==> config.mk <==
export PLATFORM = sky130hd
export DESIGN_NAME = bram_stream_reader
export DESIGN_NICKNAME = d
export VERILOG_FILES = /design/src/rtl/bram_stream_reader.sv
export SDC_FILE = /design/constraint.sdc
export NUM_CORES = 1
export LEC_CHECK = 0
export BUFFER_PORTS_ARGS = -buffer_cell sky130_fd_sc_hd__buf_2
export CAP_MARGIN = 10
export CELL_PAD_IN_SITES_DETAIL_PLACEMENT = 1
export CELL_PAD_IN_SITES_GLOBAL_PLACEMENT = 1
export CORE_MARGIN = 1.5
export CORE_UTILIZATION = 35
export CTS_CLUSTER_DIAMETER = 150
export DETAILED_ROUTE_END_ITERATION = 6
export GPL_TIMING_DRIVEN = 0
export PLACE_DENSITY_LB_ADDON = 0.2
export SKIP_LAST_GASP = 1
export SLEW_MARGIN = 20
export SYNTH_ARGS = -nofsm -noshare
export SYNTH_HDL_FRONTEND = slang
export SYNTH_SLANG_ARGS = --single-unit
export TNS_END_PERCENT = 5
==> constraint.sdc <==
create_clock -name clock -period 4.2 [get_ports clock]
set_input_delay 0.63 -clock clock [delete_from_list [all_inputs] [get_ports clock]]
set_output_delay 0.63 -clock clock [all_outputs]
set_load 0.01 [all_outputs]
==> src/rtl/bram_stream_reader.sv <==
`default_nettype none
// ============================================================================
// Module   : bram_stream_reader
// Brief    : Reads (base, count) words from a 1-cycle-latency BRAM port and
//            streams them out through a 2-entry ready/valid buffer.
//            Define BRAM_READER_STRIDE_EN to add a cmd_stride input.
// Revision : 1.0
// ============================================================================
module bram_stream_reader #(
    parameter int DATA = 72,
    parameter int ADDR = 10
) (
    input  logic            clock,
    input  logic            reset,
    input  logic            cmd_valid,
    output logic            cmd_ready,
    input  logic [ADDR-1:0] cmd_base,
    input  logic [ADDR:0]   cmd_count,
`ifdef BRAM_READER_STRIDE_EN
    input  logic [ADDR-1:0] cmd_stride,
`endif
    output logic [ADDR-1:0] mem_req_addr,
    output logic            mem_req_writeEn,
    output logic [DATA-1:0] mem_req_writeData,
    input  logic [DATA-1:0] mem_rsp_readData,
    output logic            out_valid,
    input  logic            out_ready,
    output logic [DATA-1:0] out_data,
    output logic            done
);

    typedef enum logic [1:0] {
        S_IDLE  = 2'd0,
        S_RUN   = 2'd1,
        S_DRAIN = 2'd2
    } state_t;

    localparam logic [ADDR:0] c_ONE_CNT = (ADDR+1)'(1);

    state_t          state_q;
    logic [ADDR-1:0] next_addr_q;
    logic [ADDR-1:0] last_addr_q;
    logic [ADDR-1:0] stride_q;
    logic [ADDR:0]   remaining_q;
    logic            inflight_q;
    logic            done_q;
    logic [DATA-1:0] buf_q [2];
    logic            wr_ptr_q;
    logic            rd_ptr_q;
    logic [1:0]      occ_q;

    logic            w_pop;
    logic [1:0]      w_occ_d;
    logic            w_issue;
    logic [ADDR-1:0] w_cmd_stride;

`ifdef BRAM_READER_STRIDE_EN
    assign w_cmd_stride = cmd_stride;
`else
    assign w_cmd_stride = ADDR'(1);
`endif

    // Occupancy after this cycle's capture and pop; it doubles as the issue
    // budget, since a read issued now lands one cycle after the capture below.
    assign w_pop   = (occ_q != 2'd0) && out_ready;
    assign w_occ_d = occ_q + {1'b0, inflight_q} - {1'b0, w_pop};
    assign w_issue = (state_q == S_RUN) && (w_occ_d < 2'd2);

    always_ff @(posedge clock) begin
        if (reset) begin
            state_q     <= S_IDLE;
            next_addr_q <= '0;
            last_addr_q <= '0;
            stride_q    <= '0;
            remaining_q <= '0;
            inflight_q  <= 1'b0;
            done_q      <= 1'b0;
            buf_q[0]    <= '0;
            buf_q[1]    <= '0;
            wr_ptr_q    <= 1'b0;
            rd_ptr_q    <= 1'b0;
            occ_q       <= 2'd0;
        end else begin
            done_q     <= 1'b0;
            occ_q      <= w_occ_d;
            inflight_q <= w_issue;

            if (inflight_q) begin
                buf_q[wr_ptr_q] <= mem_rsp_readData;
                wr_ptr_q        <= ~wr_ptr_q;
            end
            if (w_pop) begin
                rd_ptr_q <= ~rd_ptr_q;
            end
            if (w_issue) begin
                last_addr_q <= next_addr_q;
                next_addr_q <= next_addr_q + stride_q;
                remaining_q <= remaining_q - c_ONE_CNT;
            end

            case (state_q)
                S_IDLE: begin
                    if (cmd_valid) begin
                        next_addr_q <= cmd_base;
                        stride_q    <= w_cmd_stride;
                        remaining_q <= cmd_count;
                        if (cmd_count == '0) begin
                            done_q <= 1'b1;
                        end else begin
                            state_q <= S_RUN;
                        end
                    end
                end
                S_RUN: begin
                    if (w_issue && (remaining_q == c_ONE_CNT)) begin
                        state_q <= S_DRAIN;
                    end
                end
                S_DRAIN: begin
                    if (w_occ_d == 2'd0) begin
                        done_q  <= 1'b1;
                        state_q <= S_IDLE;
                    end
                end
                default: begin
                    state_q <= S_IDLE;
                end
            endcase
        end
    end

    assign cmd_ready         = (state_q == S_IDLE);
    assign mem_req_addr      = w_issue ? next_addr_q : last_addr_q;
    assign mem_req_writeEn   = 1'b0;
    assign mem_req_writeData = '0;
    assign out_valid         = (occ_q != 2'd0);
    assign out_data          = buf_q[rd_ptr_q];
    assign done              = done_q;

endmodule
`default_nettype wire

; ---- Yosys cells after proc, flatten, opt, wreduce, memory -nomap -nowiden
; Memory sizes are Yosys's and may differ from the RTL's. A register that Yosys moved wholly into a read port is not among the register bits.
; Cells that the tools add are included.
[totals]
register_bits = 40
ramBits = 144
input_bits = 97
out_inout_bits = 158
elab_cells = 61
memories = 1
[op_classes]
addsub = 4
magnitude_cmp = 1
n_eq_ne = 7
muxes = 26
bitwise = 2
n_reduce_logical = 10
[memory_table]
columns = memory, depth, word_bits, rd, rd_clocked_by_memory_dff, wr, line
row1 = buf_q, 2, 72, 1, 1, 2, 47  ; logic [DATA-1:0] buf_q [2];
[ops]
columns = operator, n
row1 = 2-to-1 mux 72 bit, 1
row2 = OR reduction 72 bit, 1
row3 = 2-to-1 mux 10 bit, 4
row4 = 2-to-1 mux 11 bit, 3
row5 = 2-to-1 mux 1 bit, 12
row6 = "equality test 11 x 1 -> 1 bit, second input constant", 1
row7 = logical NOT 11 bit, 1
row8 = "subtractor 11 x 1 -> 11 bit, second input constant", 1
row9 = adder 10 x 1 -> 10 bit, 1
row10 = 2-to-1 mux 2 bit, 4
row11 = "inequality test 2 bit, second input constant", 3
row12 = one-hot mux 2 bit (3 select lines), 1
row13 = logical NOT 2 bit, 2
row14 = AND reduction 4 bit, 1
row15 = logical AND 1 bit, 3
row16 = adder 2 x 1 -> 2 bit, 1
row17 = "equality test 2 x 1 -> 1 bit, second input constant", 1
row18 = "equality test 2 bit, second input constant", 1
row19 = "< comparator 2 bit, second input constant", 1
row20 = "inequality test 2 x 1 -> 1 bit, second input constant", 1
row21 = NOT 1 bit, 2
row22 = one-hot mux 1 bit (2 select lines), 1
row23 = AND reduction 2 bit, 1
row24 = nonzero test 2 bit, 1
row25 = subtractor 2 x 1 -> 2 bit, 1

; ---- Logic depth before layout (Yosys ltp)
[logic_depth]
ltp_word = 8
ltp_mapped = 10

; ---- Worst setup path after synthesis
; Ideal clock, no wire load.
[synth_timing]
kind = input-to-reg
startpoint = in reset
endpoint = mem buf_q[0][0] (enable)
setup_ns = 0.429
arrival_time_ns = 2.688
t_required_ns = 3.771
setup_slack_ns = 1.083
stages = 3
n_path_buf = 2
path_cell_list = clkbuf_1 > clkbuf_1 > a21o_1
[synth_rtl]
columns = item, line
row1 = start: declaration, 14  ; input logic reset,
row2 = end: declaration, 47

; ---- Worst setup path after layout
[layout_timing]
startpoint = reg occ_q[1]
endpoint = out mem_req_addr[8]
[layout_via]
elab_chain_cells = 6
[layout_lines]
columns = item, line
row1 = start: declaration, 50  ; logic [1:0] occ_q;
row2 = start signal: assignment, 85  ; occ_q <= w_occ_d;
row3 = nonzero test 2 bit, 65  ; assign w_pop = (occ_q != 2'd0) && out_ready;
row4 = logical AND 1 bit, 65
row5 = named net w_pop, 52  ; logic w_pop;
row6 = subtractor 2 x 1 -> 2 bit, 66  ; assign w_occ_d = occ_q + {1'b0, inflight_q} - {1'b0, w_pop};
row7 = < comparator 2 bit, 67  ; assign w_issue = (state_q == S_RUN) && (w_occ_d < 2'd2);
row8 = logical AND 1 bit, 67
row9 = 2-to-1 mux 10 bit, -
row10 = end: declaration, 22  ; output logic [ADDR-1:0] mem_req_addr,
; The timed path passes the listed nets, and every way through them passes these cells.

==> impl_metrics.env <==
export IMPL_cts_root_buf="clkbuf_16"
export IMPL_sw_frac_of_total_pct=30.92
export IMPL_grt_overflow=0
export IMPL_r2r_start="occ_q[1]"
export IMPL_clk_latency_ns=0.43
export IMPL_cts_tree="yes"
export IMPL_synth_seq_cells=185
export IMPL_numCtsBuffers=17
export IMPL_relSlewSlack_pct=56.37
export IMPL_async_flop_share_pct=0
export IMPL_gp_congestion=0.7698
export IMPL_worst_path_max_fanout=10
export IMPL_synth_avg_cell_area_sq_um=12.72
export IMPL_ir_drop_uv=235.3
export IMPL_grt_antenna_before_repair=1
export IMPL_dr_pass1_iters=4
export IMPL_worst_r2r_setup_slack_ns=1.25
export IMPL_whs_ns=0.4599
export IMPL_slew_violations=0
export IMPL_holdBufCountCts=0
export IMPL_worst_slew_pin_slew_ns=0.6544
export IMPL_netlist_area_sq_mm=0.008701
export IMPL_synth_top_area_cell="edfxtp_1"
export IMPL_route_detailed_drc=0
export IMPL_fin_skew_ns=0.01245
export IMPL_finalCritPeriodShare_pct=92.74
export IMPL_fp_coreArea_sq_mm=0.02439
export IMPL_final_nets=1063
export IMPL_status="finished clean"
export IMPL_power_switching_mw=1.636
export IMPL_grt_pass1_wl_microns=32000
export IMPL_drv_cap=0
export IMPL_fp_dieW_microns=160.7
export IMPL_initial_core_util_pct=35.67
export IMPL_hold_viol_final=0
export IMPL_yosys_warnings=0
export IMPL_setup_viol=0
export IMPL_grt_util_all_layers_pct=16.20
export IMPL_r2r_cells=10
export IMPL_ant_nets=0
export IMPL_cts_sinks=185
export IMPL_final_layout_size_suffix_gt1_share_pct=39.16
export IMPL_port_buffers=181
export IMPL_cts_resized=0
export IMPL_vias=5713
export IMPL_rows=57
export IMPL_synth_area_leaders="edfxtp_1 50%, mux2_2 10%, and2_1 10%"
export IMPL_hpwl_microns=14900
export IMPL_layout_min_cycle_time_ns=3.895
export IMPL_crit_path_end="mem_req_addr[8]"
export IMPL_hold_class="reg2reg"
export IMPL_fill_cells=2696
export IMPL_postSynthCellCount=684
export IMPL_startpoint="occ_q[1]"
export IMPL_die_area_sq_mm=0.02581
export IMPL_min_path_cells=2
export IMPL_synth_seq_area_share_pct=59.13
export IMPL_yosys_most_used_dff="edfxtp_1"
export IMPL_critPathKind="reg2out"
export IMPL_post_cts_buffers=0
export IMPL_syn2layout_area_growth_pct=25.88
export IMPL_synth_top_cell_area_share_pct=49.70
export IMPL_p_leak_nw=4.729
export IMPL_worstSetupEndpointType="primary output"
export IMPL_cp_required_ns=3.57
export IMPL_htree_levels=4
export IMPL_clkPwrFrac_pct=29.7
export IMPL_rr_endpoint="last_addr_q[8]"
export IMPL_via_per_inst=4.401
export IMPL_clk_path_buf_depth=2
export IMPL_grt_pass1_vias=5893
export IMPL_intPower_mw=3.656
export IMPL_combPwrFrac_pct=27.3
export IMPL_arrival_ns=3.27
export IMPL_synth_most_common_cell="and2_1"
export IMPL_p_seq_share_pct=43.0
export IMPL_drt_total_wl_microns=20730
export IMPL_drtIter0Drc=259
export IMPL_yosysUniqueCellTypes=36
export IMPL_cp_start_kind="flip-flop"
export IMPL_fmaxAchievable_mhz=256.7
export IMPL_synth_commonest_cells="145 x and2_1, 144 x edfxtp_1, 81 x mux2_2"
export IMPL_die_h_microns=160.7
export IMPL_clk_pin_slew_worst_paths_ns=0.08
export IMPL_synth_edff_count=144
export IMPL_routedWlPerCell_microns=15.97
export IMPL_grt_start_max_net_pins=47
export IMPL_rsz0062_at_grt="false"
export IMPL_io_pins=255
export IMPL_setup_tns_ns=0
export IMPL_power_density_mw_per_mm2=483.2
==> stage by stage <==
stage | utilization (%) | cells | instance area (sq um) | power (mW) | setup slack (ns)
6_report | 44.91 | 1298 | 10950 | 5.293 | 0.3050
5_1_grt | 44.90 | 1297 | 10950 | 5.545 | 0.1009
4_1_cts | 44.90 | 1297 | 10950 | 5.370 | 0.2515
3_5_place_dp | 42.54 | 1265 | 10380 | 3.783 | 0.6184
3_3_place_gp | 42.16 | 1261 | 10280 | 3.757 | -0.4611
2_1_floorplan | - | 756 | 8971 | 3.235 | 1.083
==> placed cells by master, fill, tap and decap left out, drive strengths merged, types with 2 or more instances in the layout <==
| cell | n |
|---|---|
| a211oi | 18 |
| a21o | 2 |
| a21oi | 3 |
| a311oi | 4 |
| and2 | 145 |
| buf | 260 |
| clkbuf | 52 |
| clkinv | 5 |
| conb | 73 |
| dfxtp | 41 |
| edfxtp | 144 |
| ha | 6 |
| inv | 18 |
| mux2 | 81 |
| nand2 | 11 |
| nand2b | 2 |
| nand3 | 2 |
| nand3b | 3 |
| nand4b | 2 |
| nor2 | 30 |
| nor2b | 11 |
| nor3 | 6 |
| nor3b | 2 |
| nor4 | 12 |
| nor4b | 3 |
| o31ai | 3 |
| or2 | 6 |
| or3 | 2 |
| or4 | 4 |
| xnor2 | 16 |
| xor2 | 2 |
==> area by class of cell <==
class	instances	area, sq um	share of cell area, %
Antenna cell	1	2.502	0.02285
Buffer	109	685.7	6.260
Clock buffer	18	429.2	3.918
Clock inverter	14	145.1	1.325
Inverter	9	33.78	0.3084
Multi-Input combinational cell	453	3127	28.55
Sequential cell	185	5145	46.97
Tap cell	324	405.4	3.701
Timing Repair Buffer	185	979.7	8.944
==> power by group through the flow <==
stage / combinational [mW] / clock [mW] / sequential (mW)
2_1_floorplan: 0.938 / 0 / 2.30
3_3_place_gp: 1.44 / 0 / 2.32
3_5_place_dp: 1.46 / 0 / 2.32
4_1_cts: 1.47 / 1.62 / 2.28
5_1_grt: 1.57 / 1.67 / 2.30
6_report: 1.44 / 1.57 / 2.28
==> critical path, stage by stage (launching register included) <==
cell and delay (ns):
dfxtp_1 0.33, or2_2 0.28, and2_1 0.19, ha_1 0.27
inv_1 0.06, ha_1 0.13, xor3_1 0.48, nor2_1 0.25
buf_2 0.32, mux2_2 0.39, buf_2 0.15
==> sequential cells by signal, indices dropped and copies added (netlist names), named ones only <==
register / cells
done: 1
buf_q: 144
remaining_q: 11
occ_q: 2
last_addr_q: 10
state_q: 2
next_addr_q: 10
wr_ptr_q: 1
inflight_q: 1
stride_q: 1
rd_ptr_q: 1
==> kinds of logic after synthesis <==
kind of cell | count (synthesis) | synth area share, %
AO/OA/AOI/OAI | 30 | 2.560
XOR/XNOR | 19 | 2.085
buffers and inverters | 118 | 8.269
multiplexers | 81 | 10.48
flip-flops | 185 | 59.13
AND/OR/NAND/NOR | 244 | 16.57
other | 1 | 0.04310
adder cells (fa/ha/maj) | 6 | 0.8628
==> how the worst min path moves through the flow <==
stage	start	to	slack, ns
4_1_cts	stride_q[0]	stride_q[0]	0.46
3_5_place_dp	stride_q[0]	stride_q[0]	0.45
2_1_floorplan	stride_q[0]	stride_q[0]	0.43
5_1_grt	mem_rsp_readData[27]	buf_q[1][27]	0.47
3_3_place_gp	stride_q[0]	stride_q[0]	0.45
6_report	stride_q[0]	stride_q[0]	0.46
==> routing by layer <==
| metal | global-route usage (%) | wire length (microns) |
|---|---|---|
| met1 | 20.17 | 9171 |
| met2 | 28.49 | 10530 |
| met3 | 3.461 | 876 |
| met4 | 4.121 | 140 |
| met5 | 0 | 13 |
No activity file was read; power rests on OpenSTA's default activity.
